**src/rtl/hdlc_rx_pkg.sv**
```systemverilog
// Shared types and constants for the HDLC receive controller.
//   rx_state_e        : controller state encoding
//   FCS_BYTES_DEFAULT : number of trailing FCS bytes in a frame
//   MIN_FRAME_BYTES   : shortest frame accepted with the default FCS length
//   min_frame_bytes() : shortest acceptable frame for a given FCS length
//                       (FCS plus at least one payload byte)
package hdlc_rx_pkg;

  typedef enum logic [2:0] {
    ST_IDLE,
    ST_RECEIVE,
    ST_CHECK,
    ST_READY,
    ST_DISCARD
  } rx_state_e;

  localparam int FCS_BYTES_DEFAULT = 2;
  localparam int MIN_FRAME_BYTES   = FCS_BYTES_DEFAULT + 1;

  function automatic int min_frame_bytes(input int fcs_bytes);
    return fcs_bytes + 1;
  endfunction

endpackage

```
**src/rtl/hdlc_rx_byte_counter.sv**
```systemverilog
// Byte counter for the receive path. It saturates at MAX_BYTES so the count
// can never run past the buffer depth.
// Ports:
//   clk, rst_n : clock and asynchronous active-low reset
//   clr_i      : clear to zero (takes priority over inc_i)
//   inc_i      : count one byte (ignored once at max)
//   count_o    : current byte count
//   at_max_o   : count has reached MAX_BYTES
module hdlc_rx_byte_counter #(
  parameter int MAX_BYTES = 128,
  parameter int CNT_W     = $clog2(MAX_BYTES + 1)
) (
  input  logic             clk,
  input  logic             rst_n,
  input  logic             clr_i,
  input  logic             inc_i,
  output logic [CNT_W-1:0] count_o,
  output logic             at_max_o
);

  localparam logic [CNT_W-1:0] MAX_CNT = CNT_W'(MAX_BYTES);

  logic [CNT_W-1:0] count_q;
  logic [CNT_W-1:0] count_d;

  always_comb begin
    count_d = count_q;
    if (clr_i) begin
      count_d = '0;
    end else if (inc_i && (count_q != MAX_CNT)) begin
      count_d = count_q + CNT_W'(1);
    end
  end

  always_ff @(posedge clk or negedge rst_n) begin
    if (!rst_n) begin
      count_q <= '0;
    end else begin
      count_q <= count_d;
    end
  end

  assign count_o  = count_q;
  assign at_max_o = (count_q == MAX_CNT);

endmodule

```
**src/rtl/hdlc_rx_controller.sv**
```systemverilog
// HDLC receive controller: follows frame start/end from the RX channel,
// writes deframed bytes into the RX buffer, applies abort / drop / overflow /
// FCS / short-frame rules and presents a finished frame to the host.
// Ports:
//   Clk, Rst            : clock (rising edge), asynchronous active-low reset
//   RxEN, FCSEn         : host configuration
//   ValidFrame          : channel is between opening and closing flag
//   NewByte             : a deframed byte is on the buffer data input
//   AbortDetect         : abort pattern seen on the line
//   FCSErr              : FCS checker verdict, sampled in CHECK
//   Drop, ReadDone      : host discards / has finished with the held frame
//   StartFCS            : pulse restarting the FCS checker
//   WrBuff, BuffAddr    : RX buffer write strobe and address
//   Ready, FrameSize    : a frame is held, and its payload length
//   EndOfFrame          : pulse, frame accepted
//   FrameError/Overflow : sticky status of the last frame
//   AbortSignal         : pulse, frame aborted
module hdlc_rx_controller
  import hdlc_rx_pkg::*;
#(
  parameter int  MAX_BYTES = 128,
  parameter int  FCS_BYTES = FCS_BYTES_DEFAULT,
  localparam int CNT_W     = $clog2(MAX_BYTES + 1)
) (
  input  logic             Clk,
  input  logic             Rst,
  input  logic             RxEN,
  input  logic             FCSEn,
  input  logic             ValidFrame,
  input  logic             NewByte,
  input  logic             AbortDetect,
  input  logic             FCSErr,
  input  logic             Drop,
  input  logic             ReadDone,
  output logic             StartFCS,
  output logic             WrBuff,
  output logic [CNT_W-1:0] BuffAddr,
  output logic             Ready,
  output logic [CNT_W-1:0] FrameSize,
  output logic             EndOfFrame,
  output logic             FrameError,
  output logic             Overflow,
  output logic             AbortSignal
);

  localparam logic [CNT_W-1:0] FCS_CNT = CNT_W'(FCS_BYTES);
  localparam logic [CNT_W-1:0] MIN_CNT = CNT_W'(min_frame_bytes(FCS_BYTES));

  rx_state_e        state_q;
  logic             start_fcs_q;
  logic             wr_q;
  logic [CNT_W-1:0] addr_q;
  logic             ready_q;
  logic [CNT_W-1:0] size_q;
  logic             eof_q;
  logic             frame_err_q;
  logic             overflow_q;
  logic             abort_q;

  logic [CNT_W-1:0] byte_count;
  logic             byte_at_max;
  logic             frame_start;
  logic             byte_accept;

  assign frame_start = (state_q == ST_IDLE) && RxEN && ValidFrame;
  // Same precedence as the RECEIVE branch of the FSM: a byte only counts if
  // no disable, abort or drop wins in that cycle and there is room for it.
  assign byte_accept = (state_q == ST_RECEIVE) && RxEN && !AbortDetect && !Drop &&
                       NewByte && !byte_at_max;

  hdlc_rx_byte_counter #(
    .MAX_BYTES(MAX_BYTES),
    .CNT_W    (CNT_W)
  ) u_byte_counter (
    .clk     (Clk),
    .rst_n   (Rst),
    .clr_i   (frame_start),
    .inc_i   (byte_accept),
    .count_o (byte_count),
    .at_max_o(byte_at_max)
  );

  always_ff @(posedge Clk or negedge Rst) begin
    if (!Rst) begin
      state_q     <= ST_IDLE;
      start_fcs_q <= 1'b0;
      wr_q        <= 1'b0;
      addr_q      <= '0;
      ready_q     <= 1'b0;
      size_q      <= '0;
      eof_q       <= 1'b0;
      frame_err_q <= 1'b0;
      overflow_q  <= 1'b0;
      abort_q     <= 1'b0;
    end else begin
      // Pulse outputs default low every cycle.
      start_fcs_q <= 1'b0;
      wr_q        <= 1'b0;
      eof_q       <= 1'b0;
      abort_q     <= 1'b0;
      case (state_q)
        ST_IDLE: begin
          if (frame_start) begin
            state_q     <= ST_RECEIVE;
            start_fcs_q <= 1'b1;
            frame_err_q <= 1'b0;
            overflow_q  <= 1'b0;
          end
        end
        ST_RECEIVE: begin
          if (!RxEN) begin
            state_q <= ST_IDLE;
          end else if (AbortDetect) begin
            abort_q <= 1'b1;
            state_q <= ST_DISCARD;
          end else if (Drop) begin
            state_q <= ST_DISCARD;
          end else if (NewByte && byte_at_max) begin
            overflow_q <= 1'b1;
            state_q    <= ST_DISCARD;
          end else begin
            // A byte arriving together with the end of frame still counts.
            if (NewByte) begin
              wr_q   <= 1'b1;
              addr_q <= byte_count;
            end
            if (!ValidFrame) begin
              state_q <= ST_CHECK;
            end
          end
        end
        ST_CHECK: begin
          if (!RxEN) begin
            state_q <= ST_IDLE;
          end else if ((FCSEn && FCSErr) || (byte_count < MIN_CNT)) begin
            frame_err_q <= 1'b1;
            state_q     <= ST_IDLE;
          end else begin
            ready_q <= 1'b1;
            eof_q   <= 1'b1;
            size_q  <= FCSEn ? (byte_count - FCS_CNT) : byte_count;
            state_q <= ST_READY;
          end
        end
        ST_READY: begin
          if (ReadDone || Drop) begin
            ready_q <= 1'b0;
            size_q  <= '0;
            state_q <= ST_IDLE;
          end
        end
        ST_DISCARD: begin
          if (!RxEN || !ValidFrame) begin
            state_q <= ST_IDLE;
          end
        end
        default: state_q <= ST_IDLE;
      endcase
    end
  end

  assign StartFCS    = start_fcs_q;
  assign WrBuff      = wr_q;
  assign BuffAddr    = addr_q;
  assign Ready       = ready_q;
  assign FrameSize   = size_q;
  assign EndOfFrame  = eof_q;
  assign FrameError  = frame_err_q;
  assign Overflow    = overflow_q;
  assign AbortSignal = abort_q;

endmodule

```
**config.mk**
```make
export PLATFORM = sky130hd
export DESIGN_NAME = hdlc_rx_controller
export DESIGN_NICKNAME = d
export VERILOG_FILES = /design/src/rtl/hdlc_rx_pkg.sv /design/src/rtl/hdlc_rx_byte_counter.sv /design/src/rtl/hdlc_rx_controller.sv
export SDC_FILE = /design/constraint.sdc
export NUM_CORES = 1
export LEC_CHECK = 0
export ABC_CLOCK_PERIOD_IN_PS = 6300
export BUFFER_PORTS_ARGS = -buffer_cell sky130_fd_sc_hd__buf_2
export CAP_MARGIN = 5
export CORE_MARGIN = 4
export CORE_UTILIZATION = 42
export DETAILED_ROUTE_END_ITERATION = 8
export PLACE_DENSITY = 0.65
export SLEW_MARGIN = 0
export SYNTH_ARGS = -nofsm -noshare
export SYNTH_HDL_FRONTEND = slang
export SYNTH_HIERARCHICAL = 1
export SYNTH_SLANG_ARGS = --single-unit
```
**constraint.sdc**
```tcl
create_clock -name Clk -period 6.3 [get_ports Clk]
set_clock_uncertainty 0.15 [all_clocks]
set_input_delay 0.315 -clock Clk [delete_from_list [all_inputs] [get_ports Clk]]
set_output_delay 0.315 -clock Clk [all_outputs]
set_load 0.02 [all_outputs]
```
==> impl_metrics.json, run 1 <==
{
  "status": "complete, no violations",
  "hold_class": "input pin to flop",
  "place_hpwl_um": 2500,
  "clockBufferDepth": 2,
  "vias": 1326,
  "end_kind": "flop",
  "yosysWarningCount": 6,
  "cts_root_buffer": "clkbuf_8",
  "power_density_mw_per_mm2": 266,
  "drive_above_1_share_pct": 29.1,
  "slew_violations": 0,
  "antenna_found_initial": 0,
  "syn_area_mm2": 0.00170,
  "critPathArrivalTime_ps": 2840,
  "p_leak_nw": 1.02,
  "power_uw": 531,
  "syn_to_final_growth_pct": 17.6,
  "totalWireLength_um": 3570,
  "synth-edff-count": 0,
  "fin_tns_setup_ps": 0,
  "irDropWorstVdd_mv": 0.135,
  "cpMostUsedCell": "inv_1",
  "cts_tree": "built",
  "die_area_mm2": 0.00513,
  "rsz0062_at_grt": "no",
  "slew_headroom_pct": 50.2,
  "timing.critical_path.buf_inv": 2,
  "grt-ovfl-total": 0,
  "num_io_pins": 33,
  "hold_path_depth": 2,
  "mostFrequentLayoutCell": "dfrtp_1",
  "finalSetupViolations": 0,
  "slowest_stage": "dfrtp_1",
  "syn_nets": 172,
  "fin_crit_sh_pct": 44.9,
  "vias_per_cell": 5.43,
  "antenna-diode-count": 0,
  "ys_types": 41,
  "post_synth.cell_area_avg_um2": 10.7,
  "gp_congestion": 0.803,
  "grt_pass1_vias": 1264,
  "hold_path_startpoint": "AbortDetect",
  "finalHoldViolCount": 0,
  "die-height_um": 71.6,
  "core_mm2": 0.00380,
  "clk_pin_slew_worst_paths_ps": 70,
  "start_util_pct": 44.8,
  "synth_seq_cells": 34,
  "slowest_delay_ps": 530,
  "clock_sinks": 34,
  "seq_area_frac_synth_pct": 50.0,
  "grt_max_degree": 35,
  "timing.rr.end": "u_byte_counter/count_o[7]$_DFFE_PN0P_",
  "fillCellCount": 371,
  "dr.pass1.iters": 4,
  "ff2ff_path_depth": 9,
  "tightest_slew_ps": 744,
  "whs_endpoint": "AbortSignal$_DFF_PN0_",
  "rows": 22,
  "synth_flop_cell": "dfrtp_1",
  "clock_latency_ps": 290,
  "grt_pass1_wl_um": 6060,
  "drt-wirelength-per-cell_um": 14.6,
  "synth_cells": 159,
  "nets": 208,
  "path_max_fanout": 10,
  "reg2reg_setup_slack_ps": 3470,
  "crit_chain": "inv_1, ha_1, and4bb_1, and2_1, nand3b_1, inv_1, nand3_1, nor3_1, mux2_1",
  "worstReg2RegStart": "u_byte_counter/count_o[1]$_DFFE_PN0P_",
  "cp-start-kind": "flop",
  "cts.htree.levels": 2,
  "cp.required_ps": 6310,
  "drtIter0Drc": 52,
  "drc": 0,
  "dieWidth_um": 71.6,
  "async_reset_ff_share_pct": 100,
  "final_cell_mix": "34 x dfrtp_1, 32 x buf_2, 13 x o21ai_0",
  "port_buffers": 32,
  "cap_violations": 0,
  "numCtsBuffers": 5,
  "grt.total_usage_pct": 15.3,
  "fmax_mhz": 353,
  "period_needed_ps": 2830,
  "critical_path_class": "flop to flop",
  "crit_family": "simple AND/OR/NAND/NOR gates",
  "postRouteAntennaNets": 0
}
## Yosys cell counts (2+ instances only)
master	instances	area share (%)
a211o_1	2	1.0
a211oi_1	2	0.88
a21oi_1	4	1.2
and2_1	2	0.74
and3b_1	2	1.0
and4bb_2	2	1.5
buf_2	3	0.88
dfrtp_1	34	50
ha_1	3	2.2
inv_1	9	2.0
mux2_1	2	1.3
mux2_2	9	6.0
nand2_1	9	2.0
nand2b_1	3	1.1
nand3_1	11	3.2
nand3b_1	3	1.3
nand4_1	2	0.74
nor2_1	9	2.0
nor3_1	5	1.5
o21ai_0	13	3.8
o21ai_1	2	0.59
or3_1	2	0.74
xnor2_1	5	2.6
xor2_1	4	2.1
## metrics by stage
stage                     instances  setup WS (ps)  area, µm²  hold slack, ps  util [%]
after detailed placement        235           3500       1900             273      50.0
final                           244           3470       2000             140      52.6
after global placement          235           3630       1900             272      50.0
after floorplan                 159           3980       1700            -131         -
after CTS                       244           3460       2000             131      52.6
after global routing            244           3240       2000             136      52.6
## worst register-to-register path, stage by stage, from the launching register on
cell,delay (ps)
dfrtp_1,530
inv_1,80
ha_1,180
and4bb_1,220
and2_1,170
nand3b_1,430
inv_1,260
nand3_1,130
nor3_1,200
mux2_1,360
## routing by layer
layer / wire length [µm] / up-vias / GRT usage (%)
met5: 0 / - / 0
met4: 65 / 0 / 6.26
met3: 221 / 6 / 5.33
met2: 1600 / 36 / 23.1
met1: 1680 / 644 / 20.0
li1: - / 640 / -
## worst max-delay path by stage
stage	depth (start not counted)	startpoint	end
global route	9	u_byte_counter/count_o[1]$_DFFE_PN0P_	u_byte_counter/count_o[7]$_DFFE_PN0P_
CTS	9	u_byte_counter/count_o[1]$_DFFE_PN0P_	u_byte_counter/count_o[7]$_DFFE_PN0P_
floorplan	10	u_byte_counter/count_o[1]$_DFFE_PN0P_	u_byte_counter/count_o[7]$_DFFE_PN0P_
global placement	9	u_byte_counter/count_o[1]$_DFFE_PN0P_	u_byte_counter/count_o[7]$_DFFE_PN0P_
detailed placement	9	u_byte_counter/count_o[1]$_DFFE_PN0P_	u_byte_counter/count_o[7]$_DFFE_PN0P_
finish	9	u_byte_counter/count_o[1]$_DFFE_PN0P_	u_byte_counter/count_o[7]$_DFFE_PN0P_
## registers in the layout, summed over array words and instances, names as in the netlist
| signal | count |
|---|---|
| BuffAddr | 8 |
| FrameSize | 8 |
| u_byte_counter/count_o | 8 |
| state_q | 3 |
| AbortSignal | 1 |
| EndOfFrame | 1 |
| FrameError | 1 |
| Overflow | 1 |
| Ready | 1 |
| StartFCS | 1 |
| WrBuff | 1 |
## final cells by class
| type | count | area (µm²) | share of cell area, % |
|---|---|---|---|
| inverter | 9 | 33.8 | 1.69 |
| timing repair buffer | 34 | 178 | 8.89 |
| tap | 48 | 60.1 | 3.00 |
| sequential | 34 | 851 | 42.6 |
| clock buffer | 7 | 86.3 | 4.32 |
| clock inverter | 1 | 5.00 | 0.250 |
| multi-input combinational | 111 | 786 | 39.3 |
## repair_timing
| action | 4_1_cts | 5_1_grt |
|---|---|---|
| endpoints found under the hold margin | 34 | 0 |
| setup buffers | 0 | 0 |
| resized for setup | 0 | 0 |
| setup endpoints to repair | 0 | 0 |
| hold buffers | 1 | 0 |
## report_power, final
part	switching, mW	internal (mW)
Clock	0.0763	0.0881
Sequential	0.0271	0.236
Combinational	0.0539	0.0504
Total	0.157	0.374
## logic make-up after synthesis
| family | Yosys count | synth area share [%] |
|---|---|---|
| AND/OR/NAND/NOR | 58 | 20.7 |
| flip-flops | 34 | 50.0 |
| AO/OA/AOI/OAI | 29 | 10.7 |
| buffers and inverters | 14 | 3.75 |
| multiplexers | 12 | 7.87 |
| XOR/XNOR | 9 | 4.64 |
| adder cells (fa/ha/maj) | 3 | 2.21 |
Power figures use the tool's default switching activity.
==> inputs of run 2 (changes only) <==
ABC_CLOCK_PERIOD_IN_PS = 2500   (was 6300)
PLACE_DENSITY = 0.68   (was 0.65)
clock period = 2.5 ns   (was 6.3 ns; I/O delays follow)
==> run 2 against run 1 <==
Clock power rose by 120%. Sequential share of layout area shrank 1.7 points. Via count rose by 3.1%. Sequential cell count unchanged. First-iteration DRC count increased by 100%. Wire length is 2.9% higher. Power up 150%. Non-clock buffer count rose by 12. Hold slack got worse by 95 ps.
==> impl_metrics.json, run 2 (synthesis results as in run 1) <==
{
  "cts_root_buffer": "clkbuf_8",
  "cp.required_ps": 2500,
  "grt_pass1_wl_um": 6620,
  "clock_sinks": 34,
  "core_mm2": 0.00380,
  "critical_path_class": "flop to flop",
  "cp-start-kind": "flop",
  "mostFrequentLayoutCell": "dfrtp_1",
  "final_cell_mix": "34 x dfrtp_1, 32 x buf_2, 13 x o21ai_0",
  "drt-wirelength-per-cell_um": 14.4,
  "place_hpwl_um": 2630,
  "cap_violations": 0,
  "grt_pass1_vias": 1404,
  "path_max_fanout": 10,
  "gp_congestion": 0.998,
  "fin_tns_setup_ps": 0,
  "drc": 0,
  "finalSetupViolations": 0,
  "drtIter0Drc": 104,
  "fmax_mhz": 439,
  "grt.total_usage_pct": 16.1,
  "grt_max_degree": 35,
  "totalWireLength_um": 3670,
  "cts_setup_buffers": 0,
  "cts_tree": "built",
  "syn_to_final_growth_pct": 22.6,
  "p_leak_nw": 1.07,
  "num_io_pins": 33,
  "slew_headroom_pct": 51.4,
  "whs_ps": 45.9,
  "nets": 220,
  "fin_crit_sh_pct": 91.1,
  "die-height_um": 71.6,
  "grt-ovfl-total": 0,
  "start_util_pct": 44.8,
  "highest_layer": "met4",
  "cts.htree.levels": 2,
  "wl_met1_um": 1620,
  "irDropWorstVdd_mv": 0.403,
  "numCtsBuffers": 5,
  "port_buffers": 32,
  "clock_latency_ps": 280,
  "drive_above_1_share_pct": 30.4,
  "postRouteAntennaNets": 0,
  "period_needed_ps": 2280,
  "end_kind": "flop",
  "vias": 1367,
  "antenna_found_initial": 0,
  "finalHoldViolCount": 0,
  "vias_per_cell": 5.36,
  "dr.pass1.iters": 4,
  "antenna-diode-count": 0,
  "clockBufferDepth": 2,
  "dieWidth_um": 71.6,
  "power_mw": 1.32,
  "rows": 22,
  "dr_wl_met3_um": 277,
  "slew_violations": 0,
  "status": "complete, no violations",
  "die_area_mm2": 0.00513,
  "power_density_mw_per_mm2": 631,
  "clk_pin_slew_worst_paths_ps": 70,
  "hold_class": "input pin to flop",
  "met2WireLength_um": 1740,
  "tightest_slew_ps": 728,
  "fin_util_pct": 54.9,
  "critPathArrivalTime_ps": 2280,
  "rsz0062_at_grt": "no"
}
-- run 2: layer usage --
layer  GRT usage [%]  vias up
met3            5.19        7
met4            5.43        0
met1            20.8      646
met5               0        -
li1                -      657
met2            25.6       57
-- run 2: what timing repair did --
action | CTS | global route
endpoints found under the setup margin | 0 | 0
gates resized for setup | 0 | 0
hold endpoints to repair | 38 | 0
hold buffers | 5 | 0
-- run 2: area by class of cell --
cell class	count	area, µm²
Clock buffer	7	76.3
Fill cell	353	1710
Inverter	9	33.8
Multi-Input combinational cell	111	786
Sequential cell	34	851
Tap cell	48	60.1
Timing Repair Buffer	46	278
-- run 2: per-stage QoR --
step | cell area [µm²] | std cells | setup slack (ps)
after floorplan | 1700 | 159 | 176
after global placement | 1960 | 243 | 386
after detailed placement | 1960 | 243 | 267
after CTS | 2080 | 255 | 242
after global routing | 2080 | 255 | 68.7
final | 2080 | 255 | 221
-- run 2: where the power goes --
part	switching (mW)	leakage (nW)	internal (mW)
registers	0.0464	0.470	0.594
clock network	0.172	0.0383	0.191
logic	0.166	0.563	0.146
total	0.384	1.07	0.931
-- run 2: final timing paths --
| check | from | end | slack (ps) | cells past startpoint |
|---|---|---|---|---|
| max | state_q[2]$_DFFE_PN0P_ | u_byte_counter/count_o[7]$_DFFE_PN0P_ | 220 | 7 |
| min | ValidFrame | StartFCS$_DFF_PN0_ | 50 | 3 |
| max reg2reg | state_q[2]$_DFFE_PN0P_ | u_byte_counter/count_o[7]$_DFFE_PN0P_ | 220 | 7 |
| min reg2reg | Ready$_DFFE_PN0P_ | Ready$_DFFE_PN0P_ | 320 | 2 |
| max in group asynchronous | Rst | u_byte_counter/count_o[7]$_DFFE_PN0P_ | 1430 | 2 |
| min in group asynchronous | Rst | state_q[2]$_DFFE_PN0P_ | 300 | 2 |
-- run 2: worst max-delay path, stage by stage (launching register included) --
cell and delay, ps:
dfrtp_1 480, and4bb_2 380, nor3b_2 210, nand3b_1 130, inv_1 140, nand3_1 120, nor3_1 200, mux2_1 340
